==> src/rtl/mcac_pkg.sv <==
// Shared MCAC constants, the speed-control store FSM state type and the FILTC
// update helper used by the per-channel AP store.
package mcac_pkg;

   localparam int unsigned AP_W = 10;
   localparam int unsigned AL_W = 7;

   localparam logic [AP_W-1:0] AP_TRIG = 10'd256;
   localparam logic [AL_W-1:0] AL_MAX  = 7'd64;

   typedef enum logic [0:0] {INIT, RUN} state_t;

   // FILTC: AP += (((AX << 9) - AP) mod 2048) / 16, sign-extended, mod 1024.
   function automatic logic [AP_W-1:0] filtc(input logic ax, input logic [AP_W-1:0] ap);
      logic [11:0] sum;
      logic [10:0] dif;
      logic [10:0] difsx;
      logic [10:0] upd;
      sum   = {2'b00, ax, 9'd0} + 12'd2048 - {2'b00, ap};
      dif   = sum[10:0];
      difsx = dif[10] ? ({4'd0, dif[10:4]} + 11'd896) : {4'd0, dif[10:4]};
      upd   = difsx + {1'b0, ap};
      return upd[AP_W-1:0];
   endfunction

endpackage

==> src/rtl/lima_calc.sv <==
// LIMA: limits the speed-control parameter AP to the 7-bit mixing weight AL.
module lima_calc
   import mcac_pkg::*;
(
   input  logic [AP_W-1:0] ap_i,
   output logic [AL_W-1:0] al_o
);

   always_comb begin
      al_o = (ap_i >= AP_TRIG) ? AL_MAX : {1'b0, ap_i[7:2]};
   end

endmodule

==> src/rtl/apr_chan_store.sv <==
// Per-channel APR store: TRIGA on write, registered read of AP plus LIMA.
// Define FILTC_INT_EN to run the FILTC update internally (APP[0] carries AX).
module apr_chan_store
   import mcac_pkg::*;
#(
   parameter int unsigned NCH = 32,
   parameter int unsigned CHW = 5
) (
   input  logic            clk,
   input  logic            reset,
   output logic            rdy,
   input  logic            rd_req,
   input  logic [CHW-1:0]  rd_ch,
   output logic            rd_vld,
   output logic [AP_W-1:0] AP_OUT,
   output logic [AL_W-1:0] AL,
   input  logic            wr_vld,
   input  logic [CHW-1:0]  wr_ch,
   input  logic [AP_W-1:0] APP,
   input  logic            TR
);

   logic [AP_W-1:0] mem_q [NCH];

   state_t          state_q, state_d;
   logic [CHW-1:0]  cnt_q, cnt_d;
   logic            rd_vld_q, rd_vld_d;
   logic [AP_W-1:0] ap_q, ap_d;

   logic            wr_ok, rd_ok, wr_en, rd_en;
   logic [AP_W-1:0] app_int, apr, rd_data;

   assign wr_ok = 32'(wr_ch) < NCH;
   assign rd_ok = 32'(rd_ch) < NCH;
   assign wr_en = (state_q == RUN) && wr_vld && wr_ok;
   assign rd_en = (state_q == RUN) && rd_req;

`ifdef FILTC_INT_EN
   assign app_int = wr_ok ? filtc(APP[0], mem_q[wr_ch]) : '0;
`else
   assign app_int = APP;
`endif

   assign apr = TR ? AP_TRIG : app_int;

   // Write-first: a same-cycle write to the read channel is forwarded.
   always_comb begin
      rd_data = '0;
      if (rd_ok) begin
         rd_data = (wr_en && (wr_ch == rd_ch)) ? apr : mem_q[rd_ch];
      end
   end

   always_ff @(posedge clk or negedge reset) begin
      if (!reset) begin
         state_q <= INIT;
      end else begin
         state_q <= state_d;
      end
   end

   always_comb begin
      state_d = state_q;
      unique case (state_q)
         INIT:    if (cnt_q == CHW'(NCH - 1)) state_d = RUN;
         RUN:     state_d = RUN;
         default: state_d = INIT;
      endcase
   end

   always_comb begin
      rdy = (state_q == RUN);
   end

   always_comb begin
      cnt_d    = (state_q == INIT) ? cnt_q + 1'b1 : cnt_q;
      rd_vld_d = rd_en;
      ap_d     = rd_en ? rd_data : ap_q;
   end

   always_ff @(posedge clk or negedge reset) begin
      if (!reset) begin
         cnt_q    <= '0;
         rd_vld_q <= 1'b0;
         ap_q     <= '0;
      end else begin
         cnt_q    <= cnt_d;
         rd_vld_q <= rd_vld_d;
         ap_q     <= ap_d;
      end
   end

   // Array is cleared by the init sweep rather than by reset.
   always_ff @(posedge clk) begin
      if (state_q == INIT) begin
         mem_q[cnt_q] <= '0;
      end else if (wr_en) begin
         mem_q[wr_ch] <= apr;
      end
   end

   assign rd_vld = rd_vld_q;
   assign AP_OUT = ap_q;

   lima_calc u_lima (
      .ap_i (ap_q),
      .al_o (AL)
   );

endmodule

==> config.mk <==
export PLATFORM = sky130hd
export DESIGN_NAME = apr_chan_store
export DESIGN_NICKNAME = d
export VERILOG_FILES = /design/src/rtl/mcac_pkg.sv /design/src/rtl/lima_calc.sv /design/src/rtl/apr_chan_store.sv
export SDC_FILE = /design/constraint.sdc
export NUM_CORES = 1
export LEC_CHECK = 0
export CORE_ASPECT_RATIO = 0.5
export CORE_UTILIZATION = 60
export CTS_BUF_LIST = sky130_fd_sc_hd__clkbuf_8
export DETAILED_ROUTE_END_ITERATION = 16
export GPL_TIMING_DRIVEN = 0
export PLACE_DENSITY = 0.78
export SYNTH_ARGS = -nofsm -noshare
export SYNTH_HDL_FRONTEND = slang
export SYNTH_HIERARCHICAL = 1
export SYNTH_SLANG_ARGS = --single-unit
==> constraint.sdc <==
create_clock -name clk -period 3.2 [get_ports clk]
set_input_delay 0.64 -clock clk [delete_from_list [all_inputs] [get_ports clk]]
set_output_delay 0.64 -clock clk [all_outputs]
set_load 0.01 [all_outputs]
==> metrics.log, run 1 <==
[metrics] Netlist cell types: 48
[metrics] number of max-slew violations in the final report: 0
[metrics] largest net degree at the start of global routing: 33
[metrics] synthesized area per cell: 16.0 um^2
[metrics] capturing instance or port of the critical path: mem_q[20][5]
[metrics] maximum fanout count along the critical path: 10
[metrics] overall overflow remaining after global route: 0
[metrics] clock input transition at the sequential cells of the worst setup and hold paths: 0.07 ns
[metrics] Filler cells: 1515
[metrics] Hold Fails Final Rpt: 0
[metrics] count of boundary I/O pins: 44
[metrics] proportion of synthesized chip area in sequential cells: 0.718
[metrics] minimum setup slack among reg-to-reg paths: 0.27 ns
[metrics] Worst setup startpoint: wr_vld
[metrics] Final #Nets: 988
[metrics] CTS Buf Count: 46
[metrics] top_reg_cell synth: edfxtp_1
[metrics] Crit path required time: 3.38 ns
[metrics] PostCTS Resize Cnt: 0
[metrics] count of synthesis-stage warnings from yosys: 6
[metrics] maximum number of buffers from clock root to sink: 3
[metrics] top cell type by total area after synthesis: edfxtp_1
[metrics] setup total negative slack: 0 ns
[metrics] Core ar.: 22800 um^2
[metrics] worst-margin pin slew: 1.38 ns
[metrics] number of design-rule violations left by the first detailed-router iteration: 868
[metrics] Max H-tree Level: 2
[metrics] total chip power: 0.00856 W
[metrics] placed wire-length estimate: 22000 um
[metrics] Final period util: 0.933
[metrics] Metal-1 WL: 14100 um
[metrics] Die Area: 23900 um^2
[metrics] Post-route DRC: 2
[metrics] number of search-and-repair iterations in the first detailed-routing pass: 14
[metrics] post-CTS setup buffer count: 0
[metrics] growth of design area from synthesis to finish: 11.8%
[metrics] IO Port Bufs: 41
[metrics] via count of the first global-routing pass: 7819
[metrics] root buf cell: clkbuf_8
[metrics] max-capacitance violation count: 0
[metrics] met2 routed wirelength: 15100 um
[metrics] maximum operating frequency: 335 MHz
[metrics] Worst EP arrival: 3.16 ns
[metrics] Reg2Reg Capture Point: mem_q[20][5]
[metrics] final antenna diode count: 0
[metrics] asr flop ratio synth: 0.0504
[metrics] class of the worst hold path: in -> async
[metrics] EDFF count, synth: 320
[metrics] cell types with the largest area share after synthesis: edfxtp_1 (69%), mux2i_1 (12%), a22oi_1 (3.2%), dfrtp_1 (3.0%), nand3_1 (1.5%)
[metrics] routed wire length: 33600 um
[metrics] worst flop-to-flop path startpoint: rdy
[metrics] largest clock skew in the final design: 0.0238 ns
[metrics] count of vias placed by the detailed router: 8170
[metrics] Max VDD drop: 0.232 mV
[metrics] launching element type of the critical path: primary input
[metrics] post-synthesis cell area: 14000 um^2
[metrics] clock insertion delay at the later pin of the skew report: 0.57 ns
[metrics] cts hold-fix bufs: 0
[metrics] wire per inst: 25.9 um
[metrics] Post-Syn Nets: 898
[metrics] initial core utilization: 0.612
[metrics] start-to-end type of the worst setup path: in -> reg
[metrics] number of cells produced by synthesis: 871
[metrics] number of sinks on the clock net: 337
[metrics] final hold slack: 0.523 ns
[metrics] antenna violations before repair: 3
[metrics] endpoint type of the worst setup path: flip-flop
[metrics] depth of the worst register-to-register path: 4
[metrics] total number of placement rows: 39
[metrics] violations in the final reports: design-rule violations
[metrics] post-route antenna net violation count: 0
[metrics] flops & latches, synth: 337
[metrics] Via-to-Cell Ratio: 6.29
[metrics] final setup violation count: 0
[metrics] RSZ-0062 raised after global routing: no
[metrics] Horiz. Die Dim: 218 um
[metrics] topmost layer with routed signal wires: met4
[metrics] fraction of final layout cells sized beyond drive strength 1: 0.119
[metrics] power density relative to cell area: 548 nW/um^2
[metrics] portion of synthesized cell area occupied by the leading cell type: 0.687
[metrics] Min Clock Period, post-route: 2.98 ns
[metrics] met3 wirelength from detailed routing: 3780 um
[metrics] total routing resource utilization after global routing: 0.285
[metrics] Leakage: 6.07 nW
[metrics] floorplan die height: 110 um
[metrics] first-pass GRT wire length: 48100 um
[metrics] clock tree from TritonCTS: built
[metrics] outcome: finished with violations
[metrics] RePlAce Congestion: 0.900
[metrics] max_slew headroom: 0.0797
final cells by class:
| type | instances | area, um^2 | share of cell area |
|---|---|---|---|
| Clock buffer | 51 | 702 | 0.0449 |
| Buffer | 51 | 309 | 0.0198 |
| Multi-Input combinational cell | 470 | 3600 | 0.230 |
| Inverter | 13 | 48.8 | 0.00312 |
| Timing Repair Buffer | 42 | 425 | 0.0272 |
| Clock inverter | 27 | 123 | 0.00785 |
| Sequential cell | 337 | 10000 | 0.642 |
| Tap cell | 307 | 384 | 0.0246 |
cell usage in the layout, fill, tap and decap left out, drive strengths merged, types with 29 or more instances in the layout:
| master | netlist | routed |
|---|---|---|
| nor2 | 42 | 42 |
| edfxtp | 320 | 320 |
| clkbuf | 23 | 74 |
| nand3 | 44 | 44 |
| buf | 28 | 29 |
| nand2 | 39 | 39 |
| inv | 13 | 29 |
| a22oi | 60 | 60 |
| clkdlybuf4s50 | 0 | 41 |
| a21oi | 33 | 33 |
| mux2i | 162 | 162 |
report_power, final:
| group | switching, W | internal, W |
|---|---|---|
| combinational | 0.000419 | 0.000246 |
| sequential | 0.0000208 | 0.00484 |
| clock | 0.00157 | 0.00146 |
| total | 0.00200 | 0.00655 |
worst max-delay path, cell delays in order:
cell and delay (ns):
clkdlybuf4s50_1 0.56, and2_4 0.21, mux2i_1 0.59, nand2_1 0.31, nor2_1 0.84
Yosys cell counts, drive strengths merged (3+ instances only):
master  count
a21oi      33
a22oi      60
and2        4
and3        5
and4       10
buf        28
clkbuf     23
dfrtp      17
edfxtp    320
inv        13
mux2i     162
nand2      39
nand2b     12
nand3      44
nor2       42
nor2b       3
nor3b       7
o211ai      9
o41ai      10
xnor2       4
per-layer routing:
layer  vias up  GRT usage
met5         -          0
met4         0     0.0834
met3        55     0.0819
met2       420      0.434
met1      4115      0.404
li1       3580          -
flip-flops by register name (all words and copies together) (netlist names):
name    flops
AP_OUT     10
cnt_q       5
mem_q     320
rd_vld      1
rdy         1
cells by family after synthesis:
group	after synthesis	share of synthesized area
flops	337	0.718
simple gates	174	0.0630
mux	164	0.118
compound gates	124	0.0704
buf+inv	64	0.0256
xor+xnor	6	0.00376
fa+ha+maj	2	0.00179
metrics by stage:
step	std cells	utilization	cell area [um^2]	worst slack, ns
global placement	1219	0.647	14800	-0.219
detailed placement	1220	0.648	14800	-0.247
floorplan	871	-	14000	1.00
global route	1298	0.684	15600	0.158
finish	1298	0.684	15600	0.216
CTS	1298	0.684	15600	0.336
worst min-delay path by stage:
stage | startpoint | end
6_report | reset | AP_OUT[3]
3_5_place_dp | cnt_q[2] | cnt_q[2]
2_1_floorplan | reset | AP_OUT[0]
5_1_grt | reset | AP_OUT[3]
4_1_cts | reset | AP_OUT[3]
3_3_place_gp | cnt_q[2] | cnt_q[2]
No activity file was read; power rests on OpenSTA's default activity.
==> inputs of run 2 (changes only) <==
- CAP_MARGIN: not set -> 10
- SKIP_CTS_REPAIR_TIMING: not set -> 1
==> run 2 against run 1 <==
  * Setup slack better by 0.028 ns
  * Power rose by 0.22%
  * Maximum frequency is 0.96% higher
  * The flow still finishes with violations (design-rule violations)
  * Design area up 0.53%
  * Critical path type unchanged
  * Sequential cell count unchanged
  * First-iteration DRC count up 7.8%
  * Hold slack about the same
  * Count of clock-buffer cells in the layout is the same
  * Core utilization is 0.36 points higher
  * Via count decreased by 0.29%
  * Sequential share of layout area down 0.34 points
==> metrics.log, run 2 (synthesis results as in run 1) <==
[metrics] outcome: finished with violations
[metrics] violations in the final reports: design-rule violations
[metrics] Leakage: 6.11 nW
[metrics] final antenna diode count: 0
[metrics] Max H-tree Level: 2
[metrics] via count of the first global-routing pass: 7819
[metrics] initial core utilization: 0.612
[metrics] total chip power: 0.00857 W
[metrics] floorplan die height: 110 um
[metrics] minimum setup slack among reg-to-reg paths: 0.28 ns
[metrics] number of search-and-repair iterations in the first detailed-routing pass: 11
[metrics] RePlAce Congestion: 0.900
[metrics] Hold Fails Final Rpt: 0
[metrics] Max VDD drop: 0.231 mV
[metrics] largest net degree at the start of global routing: 33
[metrics] launching element type of the critical path: primary input
[metrics] RSZ-0062 raised after global routing: no
[metrics] total number of placement rows: 39
[metrics] Crit path required time: 3.38 ns
[metrics] Horiz. Die Dim: 218 um
[metrics] number of design-rule violations left by the first detailed-router iteration: 936
[metrics] power density relative to cell area: 546 nW/um^2
[metrics] IO Port Bufs: 41
[metrics] largest clock skew in the final design: 0.0247 ns
[metrics] fraction of final layout cells sized beyond drive strength 1: 0.122
[metrics] Core ar.: 22800 um^2
[metrics] max reg flops: 320
[metrics] first-pass GRT wire length: 48100 um
[metrics] final instance count without filler cells: 1302
[metrics] commonest non-fill, non-tap cell in the layout: edfxtp_1
[metrics] antenna violations before repair: 3
[metrics] count of boundary I/O pins: 44
[metrics] Filler cells: 1507
[metrics] CTS Buf Count: 46
[metrics] Post-route DRC: 2
[metrics] maximum number of buffers from clock root to sink: 3
[metrics] Min Clock Period, post-route: 2.96 ns
[metrics] worst flop-to-flop path startpoint: rdy
[metrics] post-route antenna net violation count: 0
[metrics] wire per inst: 26.0 um
[metrics] number of cells in the design after placement: 1220
[metrics] Most flops, register: mem_q
[metrics] worst-margin pin slew: 1.31 ns
[metrics] growth of design area from synthesis to finish: 12.4%
[metrics] number of sinks on the clock net: 337
[metrics] Final period util: 0.924
[metrics] endpoint type of the worst setup path: flip-flop
[metrics] number of max-slew violations in the final report: 0
[metrics] root buf cell: clkbuf_8
[metrics] count of vias placed by the detailed router: 8146
[metrics] final design utilization: 0.688
[metrics] Worst setup startpoint: wr_vld
[metrics] maximum operating frequency: 338 MHz
[metrics] overall overflow remaining after global route: 0
[metrics] clock tree from TritonCTS: built
[metrics] Final #Nets: 992
[metrics] total routing resource utilization after global routing: 0.285
[metrics] placed wire-length estimate: 22000 um
[metrics] Via-to-Cell Ratio: 6.26
[metrics] maximum fanout count along the critical path: 10
[metrics] class of the worst hold path: in -> async
[metrics] Die Area: 23900 um^2
[metrics] routed wire length: 33800 um
[metrics] final setup violation count: 0
[metrics] max_slew headroom: 0.123
[metrics] Worst EP arrival: 3.14 ns
[metrics] clock insertion delay at the later pin of the skew report: 0.58 ns
[metrics] clock input transition at the sequential cells of the worst setup and hold paths: 0.07 ns
[metrics] commonest non-fill, non-tap cells in the layout: edfxtp_1 (320), mux2i_1 (162), a22oi_1 (60), clkbuf_8 (51), nand3_1 (43)
[metrics] max-capacitance violation count: 0
[metrics] start-to-end type of the worst setup path: in -> reg
-- run 2: changes by cell type in the layout (fill, tap and decap cells not counted), sizes merged --
cell | before | now
buf | 29 | 33
-- run 2: worst paths after layout --
| path | to | cells after the start |
|---|---|---|
| max reg2reg | mem_q[26][6] | 4 |
| min in group clk | cnt_q[2] | 1 |
| min reg2reg | cnt_q[2] | 1 |
| max | mem_q[20][5] | 5 |
| min | AP_OUT[3] | 1 |
| max in group asynchronous | AP_OUT[0] | 1 |
-- run 2: per-stage QoR --
stage	TNS (ns)	setup WS (ns)	hold slack, ns	instance area (um^2)
2_1_floorplan	0	1.00	0.344	14000
3_3_place_gp	-40.95	-0.219	0.510	14800
3_5_place_dp	-53.12	-0.247	0.527	14800
4_1_cts	0	0.336	0.530	15600
5_1_grt	0	0.158	0.581	15700
6_report	0	0.244	0.523	15700
-- run 2: metal layers --
layer | vias up | GRT usage | wire length (um)
met4 | 0 | 0.0834 | 677
met1 | 4081 | 0.404 | 14200
met5 | - | 0 | 0
met2 | 420 | 0.434 | 15200
met3 | 58 | 0.0819 | 3740
li1 | 3587 | - | -
-- run 2: where the power goes --
part | switching (W) | internal [W]
combinational | 0.000422 | 0.000254
clock | 0.00157 | 0.00146
sequential | 0.0000206 | 0.00484
-- run 2: worst max-delay path, stage by stage --
cell,delay (ns)
clkdlybuf4s50_1,0.56
and2_4,0.20
mux2i_1,0.59
nand2_1,0.31
nor2_1,0.83
-- run 2: final cells by class --
type                    instances  area, um^2  share of cell area
multi-input cells             470        3590               0.228
repair buffers                 46         515              0.0328
plain buffers                  51         309              0.0197
well taps                     307         384              0.0245
inverters                      13        48.8             0.00311
flip-flops and latches        337       10000               0.639
clock inverters                27         123             0.00781
clock buffers                  51         702              0.0447
